==> src/rtl/ws2812_serializer.sv <==
// WS2812B single-wire NRZ serializer: 24-bit pixel stream in, timed led_sdi waveform out.
// Optional WS2812_UNDERRUN_CNT_EN compiles in the saturating mid-frame underrun counter.
module ws2812_serializer #(
    parameter int N_LEDS       = 8,
    parameter int T0H          = 40,
    parameter int T0L          = 85,
    parameter int T1H          = 80,
    parameter int T1L          = 45,
    parameter int RESET_CYCLES = 6000
) (
    input  logic        clk_100,
    input  logic        glbl_reset_n,
    input  logic [23:0] pix_data,
    input  logic        pix_valid,
    output logic        pix_ready,
    input  logic        latch_req,
    output logic        led_sdi,
    output logic        busy,
    output logic        frame_done,
    output logic [7:0]  underrun_cnt
);
    localparam int CW = $clog2(RESET_CYCLES + 1);
    localparam int PW = $clog2(N_LEDS + 1);

    typedef enum logic [2:0] {S_IDLE, S_HIGH, S_LOW, S_WAIT, S_LATCH} state_t;

    state_t          state, state_nxt;
    logic [CW-1:0]   phase_cnt, cnt_nxt;
    logic [23:0]     sreg;
    logic [4:0]      bit_idx;
    logic [PW-1:0]   pix_cnt;
    logic            latch_pend, ready_en;
    logic            phase_end, frame_ending, take, shift, underrun;

    function automatic logic [CW-1:0] hi_len(input logic b);
        return b ? CW'(T1H - 1) : CW'(T0H - 1);
    endfunction

    function automatic logic [CW-1:0] lo_len(input logic b);
        return b ? CW'(T1L - 1) : CW'(T0L - 1);
    endfunction

    assign phase_end    = (phase_cnt == '0);
    assign frame_ending = (pix_cnt == PW'(N_LEDS)) || latch_pend || latch_req;

    always_comb begin
        state_nxt = state;
        cnt_nxt   = phase_cnt - CW'(1);
        pix_ready = 1'b0;
        shift     = 1'b0;
        underrun  = 1'b0;
        case (state)
            S_IDLE: begin
                cnt_nxt   = phase_cnt;
                // a latch request wins over a word offered in the same cycle
                pix_ready = ready_en && !latch_req && !latch_pend;
                if (latch_req || latch_pend) begin
                    state_nxt = S_LATCH;
                    cnt_nxt   = CW'(RESET_CYCLES - 1);
                end else if (pix_valid && pix_ready) begin
                    state_nxt = S_HIGH;
                    cnt_nxt   = hi_len(pix_data[23]);
                end
            end
            S_HIGH: begin
                if (phase_end) begin
                    state_nxt = S_LOW;
                    cnt_nxt   = lo_len(sreg[23]);
                end
            end
            S_LOW: begin
                if (phase_end) begin
                    if (bit_idx != 5'd0) begin
                        shift     = 1'b1;
                        state_nxt = S_HIGH;
                        cnt_nxt   = hi_len(sreg[22]);
                    end else if (frame_ending) begin
                        state_nxt = S_LATCH;
                        cnt_nxt   = CW'(RESET_CYCLES - 1);
                    end else begin
                        pix_ready = 1'b1;
                        if (pix_valid) begin
                            state_nxt = S_HIGH;
                            cnt_nxt   = hi_len(pix_data[23]);
                        end else begin
                            state_nxt = S_WAIT;
                            cnt_nxt   = CW'(RESET_CYCLES - 1);
                        end
                    end
                end
            end
            S_WAIT: begin
                pix_ready = !(latch_req || latch_pend);
                if (latch_req || latch_pend) begin
                    state_nxt = S_LATCH;
                    cnt_nxt   = CW'(RESET_CYCLES - 1);
                end else if (pix_valid) begin
                    state_nxt = S_HIGH;
                    cnt_nxt   = hi_len(pix_data[23]);
                end else if (phase_end) begin
                    // string already latched on its own; restart the frame from scratch
                    state_nxt = S_IDLE;
                    underrun  = 1'b1;
                end
            end
            S_LATCH: begin
                if (phase_end) state_nxt = S_IDLE;
            end
            default: state_nxt = S_IDLE;
        endcase
        take = pix_valid && pix_ready;
    end

    assign led_sdi    = (state == S_HIGH);
    assign busy       = (state != S_IDLE);
    assign frame_done = (state == S_LATCH) && phase_end;

    always_ff @(posedge clk_100 or negedge glbl_reset_n) begin
        if (!glbl_reset_n) begin
            state      <= S_IDLE;
            phase_cnt  <= '0;
            sreg       <= '0;
            bit_idx    <= '0;
            pix_cnt    <= '0;
            latch_pend <= 1'b0;
            ready_en   <= 1'b0;
        end else begin
            state     <= state_nxt;
            phase_cnt <= cnt_nxt;
            ready_en  <= 1'b1;
            if (take) begin
                sreg    <= pix_data;
                bit_idx <= 5'd23;
            end else if (shift) begin
                sreg    <= {sreg[22:0], 1'b0};
                bit_idx <= bit_idx - 5'd1;
            end
            if (frame_done || underrun) pix_cnt <= '0;
            else if (take)              pix_cnt <= pix_cnt + 1'b1;
            if (state_nxt == S_LATCH && state != S_LATCH) latch_pend <= 1'b0;
            else if (latch_req)                           latch_pend <= 1'b1;
        end
    end

`ifdef WS2812_UNDERRUN_CNT_EN
    logic [7:0] urun_q;
    always_ff @(posedge clk_100 or negedge glbl_reset_n) begin
        if (!glbl_reset_n)                   urun_q <= '0;
        else if (underrun && urun_q != 8'hFF) urun_q <= urun_q + 8'd1;
    end
    assign underrun_cnt = urun_q;
`else
    assign underrun_cnt = '0;
`endif

endmodule

==> config.mk <==
export PLATFORM = sky130hd
export DESIGN_NAME = ws2812_serializer
export DESIGN_NICKNAME = d
export VERILOG_FILES = /design/src/rtl/ws2812_serializer.sv
export SDC_FILE = /design/constraint.sdc
export NUM_CORES = 1
export LEC_CHECK = 0
export ABC_AREA = 1
export CORE_MARGIN = 3
export CORE_UTILIZATION = 30
export DETAILED_ROUTE_END_ITERATION = 12
export PLACE_DENSITY = 0.47
export RECOVER_POWER = 25
export SYNTH_ARGS = -nofsm -noshare
export SYNTH_HDL_FRONTEND = slang
export SYNTH_SLANG_ARGS = --single-unit
==> constraint.sdc <==
create_clock -name clk_100 -period 2.1 [get_ports clk_100]
set_clock_uncertainty 0.2 [all_clocks]
set_input_delay 0.315 -clock clk_100 [delete_from_list [all_inputs] [get_ports clk_100]]
set_output_delay 0.315 -clock clk_100 [all_outputs]
set_load 0.01 [all_outputs]
==> flow_summary_export.csv <==
group,metric,value,unit
floorplanning,die_y,110,um
clock_tree,h-tree-depth,2,
setup_path,cp_cell_sequence,"inv_2 > ha_4 > nand2_4 > nor2_4 > buf_6 > nand3_4 > o21ai_4 > buf_6",
setup_path,crit_family,"flip-flops",
flow_run,max-cap-violations,0,
sta,slew-limit-headroom,49.6,%
sta,fin_crit_sh,101,%
yosys,synth_top_family_by_area,"simple AND/OR/NAND/NOR gates",
sta,grt_setup_unrepaired,"true",
finish,fill_cells,1086,
sta,finalHoldViolCount,0,
finish,areaGrowthSynthToFinish,38.6,%
yosys,yosysTopAreaCellShare,39.2,%
sta,max_freq,470,MHz
grt,grt_use_total,14.9,%
worst_hold_path,hold_depth,2,
sta,hold_slack,0.290,ns
floorplanning,ios,40,
yosys,avgSynthCellArea,6.91,um2
place,port_buffers,31,
setup_path,start_kind,"flop",
setup_path,end_kind,"output pin",
grt,grt_pass1_wl,14400,um
floorplanning,fp.dieArea,0.0121,mm2
sta,final_max_slew_viol_count,0,
yosys,synth_top_cell_by_area,"dfrtp_1",
floorplanning,die_w,110,um
worst_hold_path,hold_path.class,"flop to flop",
finish,antennaDiodeCount,0,
yosys,synth.mux.area_fraction,0,%
power,peakVddDrop,0.365,mV
sta,worst_pin_slew,0.757,ns
route,antenna_left,0,
clock_tree,numCtsBuffers,5,
clock_tree,cts_tree,"yes",
route,wl_per_cell,11.9,um
run_status,status,"complete, but fails checks",
grt,grt_max_degree,52,
setup_path,cp.depth,8,
clock_tree,clockRootBuffer,"clkbuf_8",
run_status,violations,"setup timing",
setup_path,arrival,1.61,ns
yosys,synth_compound_area_share,11.5,%
route,drcViolationCount,0,
clock_tree,clock_path_buffers,2,
setup_path,worstPathMaxFanout,2,
clock_tree,clk_latency,0.32,ns
setup_path,crit_top_cell,"buf_6",
sta,setup_ws,-0.0292,ns
floorplanning,coreArea,0.0104,mm2
yosys,synth_xor_area_share,2.15,%
yosys,ys_ff_latch,51,
yosys,synth_area_leaders,"dfrtp_1 (39%), nand2_1 (17%), inv_1 (9.7%)",
route,viasPerCell,4.38,
sta,setup-violations-final,2,
setup_path,cp.required,1.58,ns
power,p_leak,2.30,nW
power,power_density,761,mW/mm2
finish,fin_nets,607,
setup_path,critPathKind,"flop to output pin",
route,drt_iter0_markers,144,
place,dp_slack,-0.325,ns
yosys,ys_types,36,
grt,grt_pass1_vias,3074,
yosys,yosys_warnings,0,
yosys,synthSimpleGateAreaFrac,30.7,%
route,dr.pass1.iters,4,
grt,antenna_found_initial,0,
yosys,synth-seq-area-share,39.2,%
power,finalPower,3.43,mW
sta,min_period,2.13,ns
yosys,synth_cells,471,
setup_path,worst-path-buf-inv,3,
setup_path,worst-r2r-cell-count,14,
setup_path,slowest_delay,0.41,ns
route,routed-via-count,3116,
setup_path,slowest_stage,"dfrtp_1",
yosys,synth_area,0.00326,mm2
yosys,synth_adder_area_share,1.92,%
place,hpwl,6030,um
grt,grt_overflow,0,
floorplanning,rows,37,
finish,drive_gt1_share,23.1,%
place,gp_congestion,0.839,
clock_tree,cts.sinks,51,
clock_tree,clk_pin_slew,0.11,ns
route,routed_wl,8440,um
floorplanning,start_util,31.3,%
[final cells by class]
cell class              instances  area (um2)  share of cell area (%)
well taps                     136         170                    3.77
clock buffers                   5        68.8                    1.52
repair buffers                108         970                    21.5
flip-flops and latches         51        1280                    28.3
multi-input cells             321        1670                    36.9
inverters                      87         337                    7.46
clock inverters                 3        23.8                   0.527
[layer usage]
| layer | part of all wire [%] | GRT usage (%) | routed length [um] | up-vias |
|---|---|---|---|---|
| met5 | 0 | 0 | 0 | - |
| met4 | 0.69 | 3.96 | 58 | 0 |
| met3 | 3.6 | 2.21 | 303 | 6 |
| met2 | 49 | 25.4 | 4110 | 56 |
| met1 | 47 | 19.7 | 3970 | 1419 |
| li1 | - | - | - | 1635 |
[path summary, 6_finish.rpt]
check | start | to | slack [ns]
min in group asynchronous | glbl_reset_n | state[0]$_DFF_PN0_ | 0.52
setup / recovery | phase_cnt[1]$_DFFE_PN0P_ | pix_ready | -0.03
setup reg to reg | phase_cnt[1]$_DFFE_PN0P_ | sreg[6]$_DFFE_PN0P_ | 0.03
hold / removal | sreg[4]$_DFFE_PN0P_ | sreg[4]$_DFFE_PN0P_ | 0.29
hold reg to reg | sreg[4]$_DFFE_PN0P_ | sreg[4]$_DFFE_PN0P_ | 0.29
max in group asynchronous | glbl_reset_n | state[1]$_DFF_PN0_ | 0.67
[through the flow]
step           instances  setup TNS [ns]  area (um2)  utilization (%)
3_3_place_gp         694           -5.13        4160             40.0
2_1_floorplan        478               0        3290                -
4_1_cts              710          -0.118        4450             42.7
3_5_place_dp         694           -7.86        4160             40.0
5_1_grt              711           -1.54        4510             43.3
6_report             711         -0.0425        4510             43.3
[cell usage in the layout, fill, tap and decap left out, types with 3 or more instances in the layout]
master             n
a21oi_1           11
a21oi_2            3
buf_12             3
buf_4             61
buf_6              9
buf_8              3
clkbuf_8           5
clkdlybuf4s50_1   26
conb_1             9
dfrtp_1           50
ha_1               4
inv_1             80
inv_2              4
nand2_1          137
nand2_2            7
nand2_4            3
nand3_1           24
nand4_1            3
nor2_1            32
nor2_2             4
nor2_4             6
nor3_1             4
o21ai_0           18
o21ai_1           24
o21ai_2            5
xor2_1             5
[timing repair]
item / 4_1_cts / 5_1_grt
setup buffers: 7 / 2
endpoints found under the setup margin: 42 / 48
pin swaps: 8 / 10
hold endpoints to repair: 51 / 0
gates resized for setup: 42 / 46
hold buffers: 1 / 0
cloned: 1 / 0
[power breakdown]
part | internal [mW] | total (mW) | switching [mW]
combinational | 0.676 | 1.42 | 0.746
sequential | 1.23 | 1.39 | 0.155
clock | 0.242 | 0.622 | 0.380
[registers in the layout (all words and copies together), names as in the netlist]
| name | cells |
|---|---|
| phase_cnt | 13 |
| sreg | 24 |
| state | 3 |
| pix_cnt | 4 |
| ready_en | 1 |
| latch_pend | 1 |
| bit_idx | 5 |
[cells by family after synthesis]
family | after synthesis
simple gates | 230
buf+inv | 106
compound gates | 69
flops | 51
xor+xnor | 8
fa+ha+maj | 5
other cells | 2
[cell usage after synthesis, drive strengths merged]
library cell	count
a21oi	14
a22oi	2
and3	1
buf	17
clkbuf	2
conb	2
dfrtp	51
ha	5
inv	87
nand2	147
nand3	27
nand3b	2
nand4	3
nor2	43
nor3	6
nor4b	1
o211ai	2
o21ai	48
o21bai	2
o22ai	1
xnor2	3
xor2	5
[tightest hold or removal path, stage by stage, from the launching register on]
cell,delay (ns)
dfrtp_1,0.36
nand2_1,0.05
nand2_1,0.05
No activity file was read; power rests on OpenSTA's default activity.
